$ cat src/rtl/pll_scan_pkg.sv
// Shared types and default sizing for the PLL scan-chain loader.
// Latency: n/a (declarations only).
// Backpressure: n/a.
package pll_scan_pkg;

    typedef enum logic [2:0] {
        ST_IDLE,
        ST_READ,
        ST_DRAIN,
        ST_WAIT_RECONF,
        ST_SHIFT,
        ST_UPDATE,
        ST_WAIT_DONE
    } state_t;

    localparam int DEF_SCAN_BITS      = 144;
    localparam int DEF_ADDR_WIDTH     = 8;
    localparam int DEF_ROM_LATENCY    = 2;
    localparam int DEF_TIMEOUT_CYCLES = 1023;

endpackage

$ cat src/rtl/pll_scan_shifter.sv
// Shadow register for one scan image, filled LSB-first from the ROM stream, then shifted out bit 0 first.
// Latency: scanclkena rises the cycle after start; each bit takes 2 cycles (low phase, high phase).
// Backpressure: none; load/start are single-cycle strobes and done flags the final high phase.
module pll_scan_shifter
    import pll_scan_pkg::*;
#(
    parameter int SCAN_BITS = DEF_SCAN_BITS
) (
    input  logic clock,
    input  logic reset_n,
    input  logic load,
    input  logic load_dat,
    input  logic start,
    output logic done,
    output logic scandata,
    output logic scanclk,
    output logic scanclkena
);

    localparam int CW = $clog2(SCAN_BITS + 1);

    logic [SCAN_BITS-1:0] shadow;
    logic [CW-1:0]        bit_cnt;
    logic                 phase_b;

    // The last high phase of the last bit ends the shift.
    assign done = scanclkena && phase_b && (bit_cnt == CW'(SCAN_BITS - 1));

    // Shadow fill, then 2-phase scan clock: data changes with scanclk low, PLL samples on the rise.
    always_ff @(posedge clock or negedge reset_n) begin
        if (!reset_n) begin
            shadow     <= '0;
            bit_cnt    <= '0;
            phase_b    <= 1'b0;
            scandata   <= 1'b0;
            scanclk    <= 1'b0;
            scanclkena <= 1'b0;
        end else if (start) begin
            scandata   <= shadow[0];
            shadow     <= {1'b0, shadow[SCAN_BITS-1:1]};
            bit_cnt    <= '0;
            phase_b    <= 1'b0;
            scanclk    <= 1'b0;
            scanclkena <= 1'b1;
        end else if (scanclkena) begin
            if (!phase_b) begin
                scanclk <= 1'b1;
                phase_b <= 1'b1;
            end else if (done) begin
                scanclk    <= 1'b0;
                scanclkena <= 1'b0;
                phase_b    <= 1'b0;
            end else begin
                scandata <= shadow[0];
                shadow   <= {1'b0, shadow[SCAN_BITS-1:1]};
                scanclk  <= 1'b0;
                phase_b  <= 1'b0;
                bit_cnt  <= bit_cnt + 1'b1;
            end
        end else if (load) begin
            // Bit k arrives k-th, so after SCAN_BITS loads bit 0 sits at the LSB.
            shadow <= {load_dat, shadow[SCAN_BITS-1:1]};
        end
    end

endmodule

$ cat src/rtl/pll_scan_loader.sv
// Reads one PLL image from the config ROM, shifts it into the PLL scan chain and pulses configupdate.
// Latency: ~3*SCAN_BITS+ROM_LATENCY+5 cycles trigger->configupdate plus the rom_reconfig wait.
// Backpressure: triggers outside IDLE are dropped; waits on rom_reconfig/scandone (watchdog with PLL_SCAN_TIMEOUT_EN).
module pll_scan_loader
    import pll_scan_pkg::*;
#(
    parameter int SCAN_BITS      = DEF_SCAN_BITS,
    parameter int ADDR_WIDTH     = DEF_ADDR_WIDTH,
    parameter int ROM_LATENCY    = DEF_ROM_LATENCY,
    parameter int TIMEOUT_CYCLES = DEF_TIMEOUT_CYCLES
) (
    input  logic                  clock,
    input  logic                  reset_n,
    input  logic                  trigger_read,
    input  logic                  rom_q,
    input  logic                  rom_reconfig,
    output logic [ADDR_WIDTH-1:0] address,
    output logic                  read_ena,
    output logic                  pll_reconf_busy,
    output logic                  scandata,
    output logic                  scanclk,
    output logic                  scanclkena,
    output logic                  configupdate,
    input  logic                  scandone,
    output logic                  error
);

    localparam int DW = $clog2(ROM_LATENCY + 1);

    if (SCAN_BITS > (1 << ADDR_WIDTH)) begin : g_chk_addr
        $error("SCAN_BITS does not fit in the ROM address space");
    end
    if (ROM_LATENCY < 1) begin : g_chk_lat
        $error("ROM_LATENCY must be at least 1");
    end
    if (TIMEOUT_CYCLES < 1) begin : g_chk_to
        $error("TIMEOUT_CYCLES must be at least 1");
    end

    state_t                 state, nxt_state;
    logic [ADDR_WIDTH-1:0]  nxt_address;
    logic                   nxt_read_ena;
    logic                   nxt_cfgupd;
    logic                   nxt_error;
    logic                   shift_start;
    logic                   shift_done;
    logic [DW-1:0]          drain_cnt;
    logic                   upd_phase;
    logic                   recfg_seen;
    logic                   scandone_q;
    logic [ROM_LATENCY-1:0] cap_pipe;
    logic                   wd_hit;

`ifdef PLL_SCAN_TIMEOUT_EN
    localparam int WW = $clog2(TIMEOUT_CYCLES + 1);
    logic [WW-1:0] wd_cnt;
    logic          waiting;

    assign waiting = (state == ST_WAIT_RECONF) || (state == ST_WAIT_DONE);
    assign wd_hit  = waiting && (wd_cnt == WW'(TIMEOUT_CYCLES - 1));

    // Watchdog counts consecutive cycles spent in either wait state.
    always_ff @(posedge clock or negedge reset_n) begin
        if (!reset_n) wd_cnt <= '0;
        else          wd_cnt <= waiting ? wd_cnt + 1'b1 : '0;
    end
`else
    assign wd_hit = 1'b0;
`endif

    // Next-state and registered-output decode.
    always_comb begin
        nxt_state    = state;
        nxt_address  = '0;
        nxt_read_ena = 1'b0;
        nxt_cfgupd   = 1'b0;
        nxt_error    = error;
        shift_start  = 1'b0;
        case (state)
            ST_IDLE: begin
                if (trigger_read) begin
                    nxt_state    = ST_READ;
                    nxt_read_ena = 1'b1;
                    nxt_error    = 1'b0;
                end
            end
            ST_READ: begin
                if (address == ADDR_WIDTH'(SCAN_BITS - 1)) begin
                    nxt_state = ST_DRAIN;
                end else begin
                    nxt_read_ena = 1'b1;
                    nxt_address  = address + 1'b1;
                end
            end
            ST_DRAIN: begin
                if (drain_cnt == DW'(ROM_LATENCY - 1)) nxt_state = ST_WAIT_RECONF;
            end
            ST_WAIT_RECONF: begin
                if (rom_reconfig || recfg_seen) begin
                    nxt_state   = ST_SHIFT;
                    shift_start = 1'b1;
                end
            end
            ST_SHIFT: begin
                if (shift_done) nxt_state = ST_UPDATE;
            end
            ST_UPDATE: begin
                // First cycle: scan clock parked low; second cycle: configupdate high.
                if (!upd_phase) nxt_cfgupd = 1'b1;
                else            nxt_state  = ST_WAIT_DONE;
            end
            ST_WAIT_DONE: begin
                if (scandone && !scandone_q) nxt_state = ST_IDLE;
            end
            default: nxt_state = ST_IDLE;
        endcase
        if (wd_hit) begin
            nxt_state   = ST_IDLE;
            nxt_error   = 1'b1;
            shift_start = 1'b0;
        end
    end

    // State, outputs and small sequencing counters.
    always_ff @(posedge clock or negedge reset_n) begin
        if (!reset_n) begin
            state           <= ST_IDLE;
            address         <= '0;
            read_ena        <= 1'b0;
            pll_reconf_busy <= 1'b0;
            configupdate    <= 1'b0;
            error           <= 1'b0;
            drain_cnt       <= '0;
            upd_phase       <= 1'b0;
            recfg_seen      <= 1'b0;
            scandone_q      <= 1'b0;
        end else begin
            state           <= nxt_state;
            address         <= nxt_address;
            read_ena        <= nxt_read_ena;
            pll_reconf_busy <= (nxt_state != ST_IDLE);
            configupdate    <= nxt_cfgupd;
            error           <= nxt_error;
            drain_cnt       <= (state == ST_DRAIN) ? drain_cnt + 1'b1 : '0;
            upd_phase       <= (state == ST_UPDATE) && !upd_phase;
            scandone_q      <= scandone;
            // An early end-of-read pulse during DRAIN is remembered for WAIT_RECONF.
            if (state == ST_DRAIN)           recfg_seen <= recfg_seen | rom_reconfig;
            else if (state != ST_WAIT_RECONF) recfg_seen <= 1'b0;
        end
    end

    // Delays read_ena by the ROM latency so rom_q is captured exactly when valid.
    always_ff @(posedge clock or negedge reset_n) begin
        if (!reset_n) begin
            cap_pipe <= '0;
        end else begin
            cap_pipe[0] <= read_ena;
            for (int i = 1; i < ROM_LATENCY; i++) cap_pipe[i] <= cap_pipe[i-1];
        end
    end

    pll_scan_shifter #(
        .SCAN_BITS (SCAN_BITS)
    ) u_shifter (
        .clock      (clock),
        .reset_n    (reset_n),
        .load       (cap_pipe[ROM_LATENCY-1]),
        .load_dat   (rom_q),
        .start      (shift_start),
        .done       (shift_done),
        .scandata   (scandata),
        .scanclk    (scanclk),
        .scanclkena (scanclkena)
    );

endmodule
$ cat config.mk
export PLATFORM = sky130hd
export DESIGN_NAME = pll_scan_loader
export DESIGN_NICKNAME = d
export VERILOG_FILES = /design/src/rtl/pll_scan_pkg.sv /design/src/rtl/pll_scan_shifter.sv /design/src/rtl/pll_scan_loader.sv
export SDC_FILE = /design/constraint.sdc
export NUM_CORES = 1
export LEC_CHECK = 0
export CAP_MARGIN = 10
export CORE_UTILIZATION = 60
export DETAILED_ROUTE_END_ITERATION = 10
export GPL_TIMING_DRIVEN = 1
export HOLD_SLACK_MARGIN = 0.05
export MAX_ROUTING_LAYER = met4
export PLACE_DENSITY_LB_ADDON = 0.08
export SYNTH_ARGS = -nofsm -noshare
export SYNTH_HDL_FRONTEND = slang
export SYNTH_SLANG_ARGS = --single-unit
export TNS_END_PERCENT = 30
$ cat constraint.sdc
create_clock -name clock -period 2.3 [get_ports clock]
set_input_delay 0.46 -clock clock [delete_from_list [all_inputs] [get_ports clock]]
set_output_delay 0.46 -clock clock [all_outputs]
set_load 0.005 [all_outputs]
=== Word level (Yosys, flattened, before mapping) ===
Cells that the tools add are included.

* Register bits after elaboration: 176
* Output and inout port bits: 15
* Input port bits: 6
* Word-level logic and storage cells: 87

* Equality and inequality tests: 13
* $add $sub $neg: 3
* Muxes and demuxes: 40
* Reductions and logical operators: 15
* Bitwise logic cells: 1

{| class="wikitable"
|+ Operators with widths
! cell !! number
|-
| two-way mux 144 bit || 5
|-
| two-way mux 8 bit || 6
|-
| two-way mux 3 bit || 7
|-
| case mux 3 bit (7 select lines) || 1
|-
| two-way mux 1 bit || 19
|-
| adder 8 x 1 -> 8 bit (second input constant) || 2
|-
| == test 8 bit (second input constant) || 2
|-
| == test 3 bit (second input constant) || 3
|-
| == test 3 x 2 -> 1 bit (second input constant) || 2
|-
| inequality test 3 bit (second input constant) || 2
|-
| AND reduction 3 bit || 2
|-
| nonzero test 2 bit || 3
|-
| nonzero test 3 bit || 2
|-
| logical AND 1 bit || 4
|-
| == test 3 x 1 -> 1 bit (second input constant) || 1
|-
| zero test 3 bit || 1
|-
| inequality test 3 x 2 -> 1 bit (second input constant) || 1
|-
| adder 2 x 1 -> 2 bit (second input constant) || 1
|-
| == test 2 x 1 -> 1 bit (second input constant) || 1
|-
| zero test 1 bit || 2
|-
| two-way mux 2 bit || 1
|-
| inequality test 2 bit (second input constant) || 1
|-
| case mux 1 bit (2 select lines) || 1
|-
| logical OR 1 bit || 1
|-
| OR 1 bit || 1
|}

=== Longest topological paths before layout ===
Gate-level depths: netlist of the first run.

* Depth in word-level cells: 6
* Depth in mapped cells: 9
* Gate-level depth less buffers: 6

=== Hierarchy ===
From an unflattened synthesis of the first run, not the netlist that was laid out.

* Cells, all modules: 447
* Area, all modules: 7124.3 um^2

{| class="wikitable"
|+ By module, submodules not included
! module !! seq. area each (um^2) !! area an instance (um^2) !! times used !! cells an instance
|-
| pll_scan_shifter || 3878.7 || 6185.9 || 1 || 360
|-
| pll_scan_loader || 500.5 || 938.4 || 1 || 87
|}

=== Least setup slack after synthesis of the first run ===
OpenSTA, ideal clock, no wires.

* Kind: register to register
* Start point: register u_shifter.bit_cnt[0]
* End point: register u_shifter.shadow[14]
* Setup time: 0.125 ns
* Required time: 2.175 ns
* Path buffers: 4
* Arrival: 1.984 ns
* Cell stages (with the launch flop): 10
* Period minus slack after synthesis: 2.109 ns
* Slack: 0.191 ns
* Cell sequence: dfrtp_1 -> ha_1 -> and3_1 -> clkbuf_1 -> a21oi_2 -> a211o_1 -> buf_6 -> buf_6 -> buf_6 -> mux2_4

* Word-level cells in the longest chain between the ends: 4

{| class="wikitable"
|+ Ends and longest elaborated chain
! element !! RTL line !! text
|-
| start, declared || pll_scan_shifter.sv:23 || <nowiki>logic [CW-1:0] bit_cnt;</nowiki>
|-
| start signal, assigned || pll_scan_shifter.sv:58 || <nowiki>bit_cnt <= bit_cnt + 1'b1;</nowiki>
|-
| == test 8 bit || pll_scan_shifter.sv:27 || <nowiki>assign done = scanclkena && phase_b && (bit_cnt == CW'(SCAN_BITS - 1));</nowiki>
|-
| logical AND 1 bit || pll_scan_shifter.sv:27 ||
|-
| inequality test 3 bit (no source line) || -- ||
|-
| AND reduction 3 bit (no source line) || -- ||
|-
| end signal, assigned || pll_scan_shifter.sv:40 || <nowiki>shadow <= {1'b0, shadow[SCAN_BITS-1:1]};</nowiki>
|-
| end signal, assigned || pll_scan_shifter.sv:55 || <nowiki>shadow <= {1'b0, shadow[SCAN_BITS-1:1]};</nowiki>
|-
| end signal, assigned || pll_scan_shifter.sv:62 || <nowiki>shadow <= {load_dat, shadow[SCAN_BITS-1:1]};</nowiki>
|-
| end, declared || pll_scan_shifter.sv:22 || <nowiki>logic [SCAN_BITS-1:0] shadow;</nowiki>
|}

No other way between the ends.
A chain may end at the register's enable or synchronous reset.

=== Worst setup path in the final report of the first run ===
* Start point: register u_shifter.bit_cnt[0]
* End point: register u_shifter.shadow[3]

Same word-level chain as after synthesis.

==> results.ini, run 1 <==
[floorplanning]
die_w_um=110
coreArea_um2=11400
die_area_um2=12100
placementRows=39
pin_count=21
start_util_pct=61.5
die_h_um=110

[clocking]
clock_sinks=175
cts_hold_buf=1
clk_latency_ns=0.41
cts_buffers=17
cts.path.max_buffers=2
root_buffer=clkbuf_16
cts_max_level=4
cts_resized=0
post_cts_buffers=0
path_clk_slew_ns=0.06
cts_tree=yes

[placement]
place_inst=594
gp_congestion=0.740
post_dp_cell_area_um2=7450
hpwl_um=5930
io_buffers=19

[logic_synthesis]
synth_area_leaders=dfrtp_1, mux2_2, mux2_4
synth_common_cells=dfrtp_1, mux2_2, mux2_4
syn-mean-instance-area_um2=16.0
ys.flop_type=dfrtp_1
postSynthNetCount=447
synthArstFlopShare_pct=100
synth-edff-count=0
synth_area_um2=7020
ys_types=43
synth_most_common_cell=dfrtp_1
synth.largest_area_cell=dfrtp_1
yosysSeqAreaShare_pct=62.4
synthCells=438
synth_warnings=0
ys_ff_latch=175
synth_top_area_share_pct=62.4

[hold_path]
whs_path_depth=0
holdCritPathClass=reg -> reg

[finish]
nFillCells=761
regArea_um2=4380
drive_gt1_share_pct=40.3
layout.cells.non_filler=627
multiInputGateArea_um2=2480
finalNetCount=480
synthToLayoutAreaGrowth_pct=14.5
final_design_area_no_fill_um2=8040
antenna_cells=0

[sta]
post-route-min-period_ns=2.13
finalSetupViolations=0
fmax_mhz=470
slew_headroom_pct=56.4
post-route-period-util_pct=92.5
slew_violations=0
tightest_slew_ns=0.637
rsz0062_at_grt=no
fin_setup_tns_ns=0
hold_viol=0
finClkSkew_ns=0.00551

[route]
viasPerCell=5.39
ant_nets=0
first_iter_violations=160
wl_um=9630
drtPass1Iterations=4
via_count=3381
avgRoutedWirePerCell_um=15.4
drc_errors=0

[setup_path]
critPathMaxFanout=30
arrival_ns=2.42
worstPathRequired_ns=2.59
crit_path_end_kind=flip-flop
path_class=reg -> reg
startpoint_type=flip-flop
r2r_cells=6

[power_and_ir_drop]
ir_drop_v=0.000972
leakagePower_nw=4.02
p_per_area_nw_per_um2=1180

[run]
max_cap_viol_count=0

[grt]
grt_pass1_vias=3528
grt_pass1_wl_um=16600
grt_max_degree=63
antenna_found_initial=0
gr-total-overflow=0
grt_usage_pct=18.8

[run_status]
status=finished, final reports clean

[flip-flops by register name (all words and copies together), names as in the netlist, 2 cells and up]
register	count
drain_cnt	2
u_shifter.shadow	144
cap_pipe	2
address	8
state	3
u_shifter.bit_cnt	8
[path summary, 6_finish.rpt]
path | startpoint | end | slack (ns)
worst max-delay path | u_shifter.bit_cnt[0] | u_shifter.shadow[3] | 0.17
max in group asynchronous | reset_n | scandone_q | 0.94
worst min register to register | read_ena | cap_pipe[0] | 0.38
worst min-delay path | read_ena | cap_pipe[0] | 0.38
worst max register to register | u_shifter.bit_cnt[0] | u_shifter.shadow[3] | 0.17
min in group asynchronous | reset_n | u_shifter.shadow[6] | 0.60
[critical path, stage by stage (launching register included)]
cell,delay [ns]
dfrtp_1,0.41
ha_1,0.24
and3_1,0.26
a21oi_2,0.21
a211o_4,0.24
buf_12,0.25
mux2_2,0.38
[cells by family (layout without fill, tap and decap cells)]
group,Yosys count,after routing,share of synthesized area [%]
compound gates,16,16,1.64
flops,175,175,62.4
mux,146,146,26.6
other cells,1,1,0.0534
simple gates,59,59,4.79
buf+inv,25,71,2.41
fa+ha+maj,3,3,0.535
xor+xnor,13,13,1.62
[stage by stage]
step / util (%) / hold WS, ns / power [mW] / setup slack [ns]
after global placement: 65.2 / 0.361 / 6.73 / 0.00886
after floorplan: - / 0.164 / 6.16 / 0.191
after CTS: 70.4 / 0.376 / 9.59 / 0.168
final: 70.4 / 0.377 / 9.47 / 0.172
after global routing: 70.4 / 0.391 / 9.97 / 0.0903
after detailed placement: 65.2 / 0.366 / 6.80 / -0.0259
[layer usage]
layer	up-vias	routed length (um)	part of all wire, %	global-route usage (%)
met1	1745	4660	48	24.4
met2	22	4590	48	28.0
met3	11	253	2.6	5.82
met4	0	127	1.3	7.05
li1	1603	-	-	-
met5	-	0	0	-
[placed cells by master (no fill, tap or decap), drive strengths merged, types with 4 or more instances in the layout]
master / count
and3: 4
nand3: 6
nor2: 20
clkbuf: 28
nand2: 5
inv: 4
nor3: 5
a21oi: 4
clkdlybuf4s50: 18
dfrtp: 175
buf: 16
xnor2: 10
mux2: 145
[report_power, final]
| part | internal, mW | switching, mW |
|---|---|---|
| Sequential | 3.49 | 0.289 |
| Combinational | 1.55 | 1.39 |
| Clock | 1.69 | 1.06 |
[cell type report]
class | instances | share of cell area (%)
clock buffers | 28 | 6.67
well taps | 143 | 2.22
clock inverters | 4 | 0.591
inverters | 4 | 0.187
multi-input cells | 238 | 30.9
repair buffers | 35 | 4.99
flip-flops and latches | 175 | 54.4
No activity file was read; power rests on OpenSTA's default activity.
==> run 2: changes to the inputs <==
--- a/config.mk
+++ b/config.mk
@@ -6,7 +6,8 @@
 export NUM_CORES = 1
 export LEC_CHECK = 0
 export CAP_MARGIN = 10
-export CORE_UTILIZATION = 60
+export CORE_ASPECT_RATIO = 0.6
+export CORE_UTILIZATION = 40
 export DETAILED_ROUTE_END_ITERATION = 10
 export GPL_TIMING_DRIVEN = 1
 export HOLD_SLACK_MARGIN = 0.05
==> run 2 against run 1 <==
Core utilization decreased by 23 points. Sequential share of layout area decreased by 1.1 points. Critical path depth is the same. Flip-flop and latch count stayed put. Worst hold slack got worse by 0.014 ns. Setup slack gained 0.024 ns. Combinational power is 3% higher. Via count decreased by 0.24%. Routed wire length increased by 5.3%. Register-to-register slack gained 0.02 ns. Global-route usage is 5.7 points lower. Sequential power is essentially flat. Critical path type unchanged. Critical endpoint is now u_shifter.shadow[1]. Largest cell class unchanged.
==> results.ini, run 2 (synthesized netlist as in run 1, its figures left out) <==
[clocking]
clk_latency_ns=0.42
root_buffer=clkbuf_16
cts_buffers=17
clock_sinks=175
post_cts_buffers=0
path_clk_slew_ns=0.07
cts_tree=yes
cts_max_level=4
cts.path.max_buffers=2

[power_and_ir_drop]
pwr-share-seq_pct=38.4
p_int_mw=6.80
comb_power_share_pct=31.0
p_per_area_nw_per_um2=1190
p_sw_mw=2.96
p_clk_share_pct=30.6
leakagePower_nw=4.05
ir_drop_v=0.000760
power_mw=9.77
sw_frac_of_total_pct=30.4

[setup_path]
worst-path-stages=6
path_class=reg -> reg
slowest_stage=dfrtp_1
arrival_ns=2.41
cp_cell_sequence=ha_1 -> and3_1 -> a21oi_2 -> a211o_4 -> buf_12 -> mux2_2
r2r_cells=6
crit_path_max_incr_delay_ns=0.41
critPathBufInv=1
worstPathRequired_ns=2.60
crit_path_end_kind=flip-flop
critPathMaxFanout=36
path_delay_family=compound AO/OA/AOI/OAI gates
startpoint_type=flip-flop

[grt]
grt_max_degree=56
antenna_found_initial=0
grt_pass1_vias=3607
gr-total-overflow=0
grt_usage_pct=13.1
grt_pass1_wl_um=18400

[finish]
drive_gt1_share_pct=41.2
largest-register=u_shifter.shadow
top_regs=u_shifter.shadow: 144 flops, address: 8 flops, u_shifter.bit_cnt: 8 flops
largest_reg_flops=144
antenna_cells=0
final_cell_mix=dfrtp_1, mux2_2, mux2_4, nor2_1, clkdlybuf4s50_1
nFillCells=1488
final_common_cell=dfrtp_1
finalNetCount=482
synthToLayoutAreaGrowth_pct=16.8

[sta]
rsz0062_at_grt=no
worst_slack_ns=0.196
post-route-period-util_pct=91.5
slew_violations=0
hold_viol=0
finClkSkew_ns=0.0132
finalSetupViolations=0
fmax_mhz=475
post-route-min-period_ns=2.10
slew_headroom_pct=61.5
tightest_slew_ns=0.563

[floorplanning]
die_h_um=105
coreArea_um2=17200
start_util_pct=40.9
placementRows=37
die_w_um=173
pin_count=21
die_area_um2=18100

[route]
viasPerCell=4.68
via_count=3373
avgRoutedWirePerCell_um=14.1
ant_nets=0
drc_errors=0
drtPass1Iterations=4
first_iter_violations=168
wl_um=10100

[placement]
hpwl_um=6250
io_buffers=19
post-place-ws_ns=-0.0787
gp_congestion=0.735

[run_status]
status=finished, final reports clean

[run]
max_cap_viol_count=0

[hold_path]
holdCritPathClass=reg -> reg
whs_path_depth=0

[run 2: cell count changes in the layout (fill, tap and decap cells not counted), sizes merged]
cell and delta:
clkbuf -9, clkinv +2, bufinv +2, inv +5
buf +2
[run 2: what timing repair did]
item | in CTS | in global routing
gates resized for setup | 0 | 0
hold endpoints to repair | 52 | 0
hold buffers | 1 | 0
setup endpoints to repair | 0 | 0
[run 2: layout make-up]
type	instances	area [um^2]	area share [%]
clock buffer	19	443	5.40
clock inverter	13	175	2.13
inverter	4	15.0	0.183
multi-input combinational	238	2480	30.3
sequential	175	4380	53.4
tap	234	293	3.57
timing repair buffer	37	417	5.08
[run 2: power groups by stage]
| stage | Clock, mW | Sequential [mW] | Combinational [mW] |
|---|---|---|---|
| 3_5_place_dp | 0 | 3.81 | 3.07 |
| 5_1_grt | 3.21 | 3.81 | 3.29 |
| 6_report | 2.99 | 3.75 | 3.03 |
| 2_1_floorplan | 0 | 3.75 | 2.41 |
| 3_3_place_gp | 0 | 3.80 | 3.02 |
| 4_1_cts | 3.10 | 3.76 | 3.08 |
[run 2: final timing paths]
path	to	slack [ns]	from
setup / recovery	u_shifter.shadow[1]	0.20	u_shifter.bit_cnt[0]
hold / removal	cap_pipe[1]	0.36	cap_pipe[0]
setup reg to reg	u_shifter.shadow[1]	0.20	u_shifter.bit_cnt[0]
hold reg to reg	cap_pipe[1]	0.36	cap_pipe[0]
max in group asynchronous	u_shifter.shadow[66]	0.99	reset_n
min in group asynchronous	u_shifter.shadow[39]	0.57	reset_n
[run 2: routing by layer]
layer	share of wire, %	GRT usage, %	wire (um)	up-vias
li1	-	-	-	1619
met1	55	18.9	5630	1715
met2	40	17.1	4100	26
met3	2.4	3.31	242	13
met4	1.7	5.94	171	0
met5	0	-	0	-
[run 2: through the flow]
step / instance area (um^2) / util, % / hold slack [ns] / instances / TNS (ns)
finish: 8210 / 47.8 / 0.363 / 720 / 0
global route: 8210 / 47.8 / 0.368 / 720 / 0
CTS: 8210 / 47.8 / 0.363 / 720 / 0
detailed placement: 7580 / 44.1 / 0.336 / 687 / -3.38
global placement: 7580 / 44.1 / 0.341 / 687 / -0.346
floorplan: 7020 / - / 0.164 / 438 / 0
==> run 3: changes to the inputs <==
--- a/config.mk
+++ b/config.mk
@@ -7,12 +7,13 @@
 export LEC_CHECK = 0
 export CAP_MARGIN = 10
 export CORE_ASPECT_RATIO = 0.6
-export CORE_UTILIZATION = 40
+export CORE_UTILIZATION = 45
 export DETAILED_ROUTE_END_ITERATION = 10
 export GPL_TIMING_DRIVEN = 1
 export HOLD_SLACK_MARGIN = 0.05
 export MAX_ROUTING_LAYER = met4
 export PLACE_DENSITY_LB_ADDON = 0.08
+export SKIP_LAST_GASP = 1
 export SYNTH_ARGS = -nofsm -noshare
 export SYNTH_HDL_FRONTEND = slang
 export SYNTH_SLANG_ARGS = --single-unit
==> run 3 against run 2 <==
Combinational power about the same. Highest routed layer unchanged. Register-to-register slack lost 0.10 ns. Clock skew fell by 0.0031 ns. Sequential power hardly changed. Final cell count down 4.7%. Routed wire length grew 2.1%. Global-route usage increased by 2.1 points. First-iteration DRC count grew 24%. Flip-flop and latch count is the same. Via count is 0.62% higher. Largest cell class unchanged.
==> results.ini, run 3 (synthesized netlist as in run 1, its figures left out) <==
[run_status]
status=finished, final reports clean

[setup_path]
arrival_ns=2.50
startpoint_type=flip-flop
path_class=reg -> reg
critPathMaxFanout=16
crit_path_end_kind=flip-flop
worstPathRequired_ns=2.59

[power_and_ir_drop]
sw_frac_of_total_pct=32.0
p_sw_mw=3.06
power_mw=9.57
p_per_area_nw_per_um2=1180
p_clk_share_pct=28.6
pwr-share-seq_pct=39.4
comb_power_share_pct=31.9
leakagePower_nw=4.03
ir_drop_v=0.000696
p_int_mw=6.51

[sta]
slew_violations=0
fin_hold_ws_ns=0.356
hold_viol=0
slew_headroom_pct=63.9
rsz0062_at_grt=no
finalSetupViolations=0
fmax_mhz=453
tightest_slew_ns=0.528
post-route-period-util_pct=95.9
fin_setup_tns_ns=0
worst_slack_ns=0.0939
finClkSkew_ns=0.0101
post-route-min-period_ns=2.21

[grt]
gr-total-overflow=0
antenna_found_initial=0
grt_usage_pct=15.2
grt_pass1_wl_um=18600
grt_pass1_vias=3610
grt_max_degree=55

[route]
avgRoutedWirePerCell_um=15.1
first_iter_violations=208
drtPass1Iterations=4
wl_um=10400
ant_nets=0
viasPerCell=4.95
via_count=3394
drc_errors=0

[finish]
largest_reg_flops=144
synthToLayoutAreaGrowth_pct=15.6
drive_gt1_share_pct=41.6
largest-register=u_shifter.shadow
top_regs=u_shifter.shadow: 144 flops, address: 8 flops, u_shifter.bit_cnt: 8 flops
final_common_cell=dfrtp_1
antenna_cells=0
finalNetCount=484
finalCoreUtilization_pct=54.7
final_cell_mix=dfrtp_1, mux2_2, mux2_4, nor2_1, clkdlybuf4s50_1

[clocking]
cts_max_level=4
cts_buffers=17
cts.path.max_buffers=2
post_cts_buffers=0
clk_latency_ns=0.42
root_buffer=clkbuf_16
cts_hold_buf=1
path_clk_slew_ns=0.07
cts_resized=0
cts_tree=yes
clock_sinks=175

[placement]
gp_congestion=0.726
hpwl_um=6530
post-place-ws_ns=-0.0145
io_buffers=19

[run]
max_cap_viol_count=0

[floorplanning]
die_h_um=98.8
die_area_um2=16100
pin_count=21
coreArea_um2=14800
die_w_um=163
start_util_pct=47.3
placementRows=34

[hold_path]
holdCritPathClass=reg -> reg

[run 3: changes by cell type in the layout (fill, tap and decap cells not counted)]
cell        previous run  this run
clkbuf_8               1         0
clkinvlp_4             1         2
inv_6                  4         5
clkinv_4               3         2
buf_4                 10        12
inv_8                  1         5
bufinv_16              3         0
clkbuf_1               1         0
[run 3: metrics by stage]
step	cells	area, um^2
after floorplan	438	7020
after global placement	653	7550
after detailed placement	653	7550
after CTS	686	8120
after global routing	686	8120
final	686	8120
[run 3: power by group through the flow]
stage                     Sequential (mW)  Clock, mW  Combinational (mW)
after floorplan                      3.75          0                2.41
after global placement               3.82          0                3.02
after detailed placement             3.83          0                3.08
after CTS                            3.78       2.83                3.10
after global routing                 3.84       2.98                3.32
final                                3.78       2.74                3.05
[run 3: critical path, cell delays in order (launching register included)]
cell	delay [ns]
dfrtp_1	0.41
ha_1	0.24
and3_1	0.28
a21oi_2	0.26
a211o_4	0.25
buf_4	0.28
mux2_2	0.37
[run 3: final cells by class]
class | instances | area [um^2]
clock buffer | 17 | 425
multi-input combinational | 238 | 2480
fill | 1178 | 6730
clock inverter | 15 | 138
timing repair buffer | 39 | 432
inverter | 4 | 15.0
sequential | 175 | 4380
tap | 198 | 248
[run 3: metal layers]
layer,GRT usage (%),share of wire (%),vias to the layer above
met5,-,0,-
met4,6.25,1.3,0
met3,3.54,2.3,12
met2,20.1,43,20
met1,22.4,54,1747
li1,-,-,1615
[run 3: path summary, 6_finish.rpt]
check                                startpoint               endpoint  slack [ns]  cells past startpoint
max                        u_shifter.bit_cnt[0]    u_shifter.shadow[3]        0.09                      6
min                                 cap_pipe[0]            cap_pipe[1]        0.36                      0
max reg2reg                u_shifter.bit_cnt[0]    u_shifter.shadow[3]        0.09                      6
min reg2reg                         cap_pipe[0]            cap_pipe[1]        0.36                      0
max in group asynchronous               reset_n  u_shifter.shadow[128]        1.03                      3
min in group asynchronous               reset_n             address[3]        0.57                      2
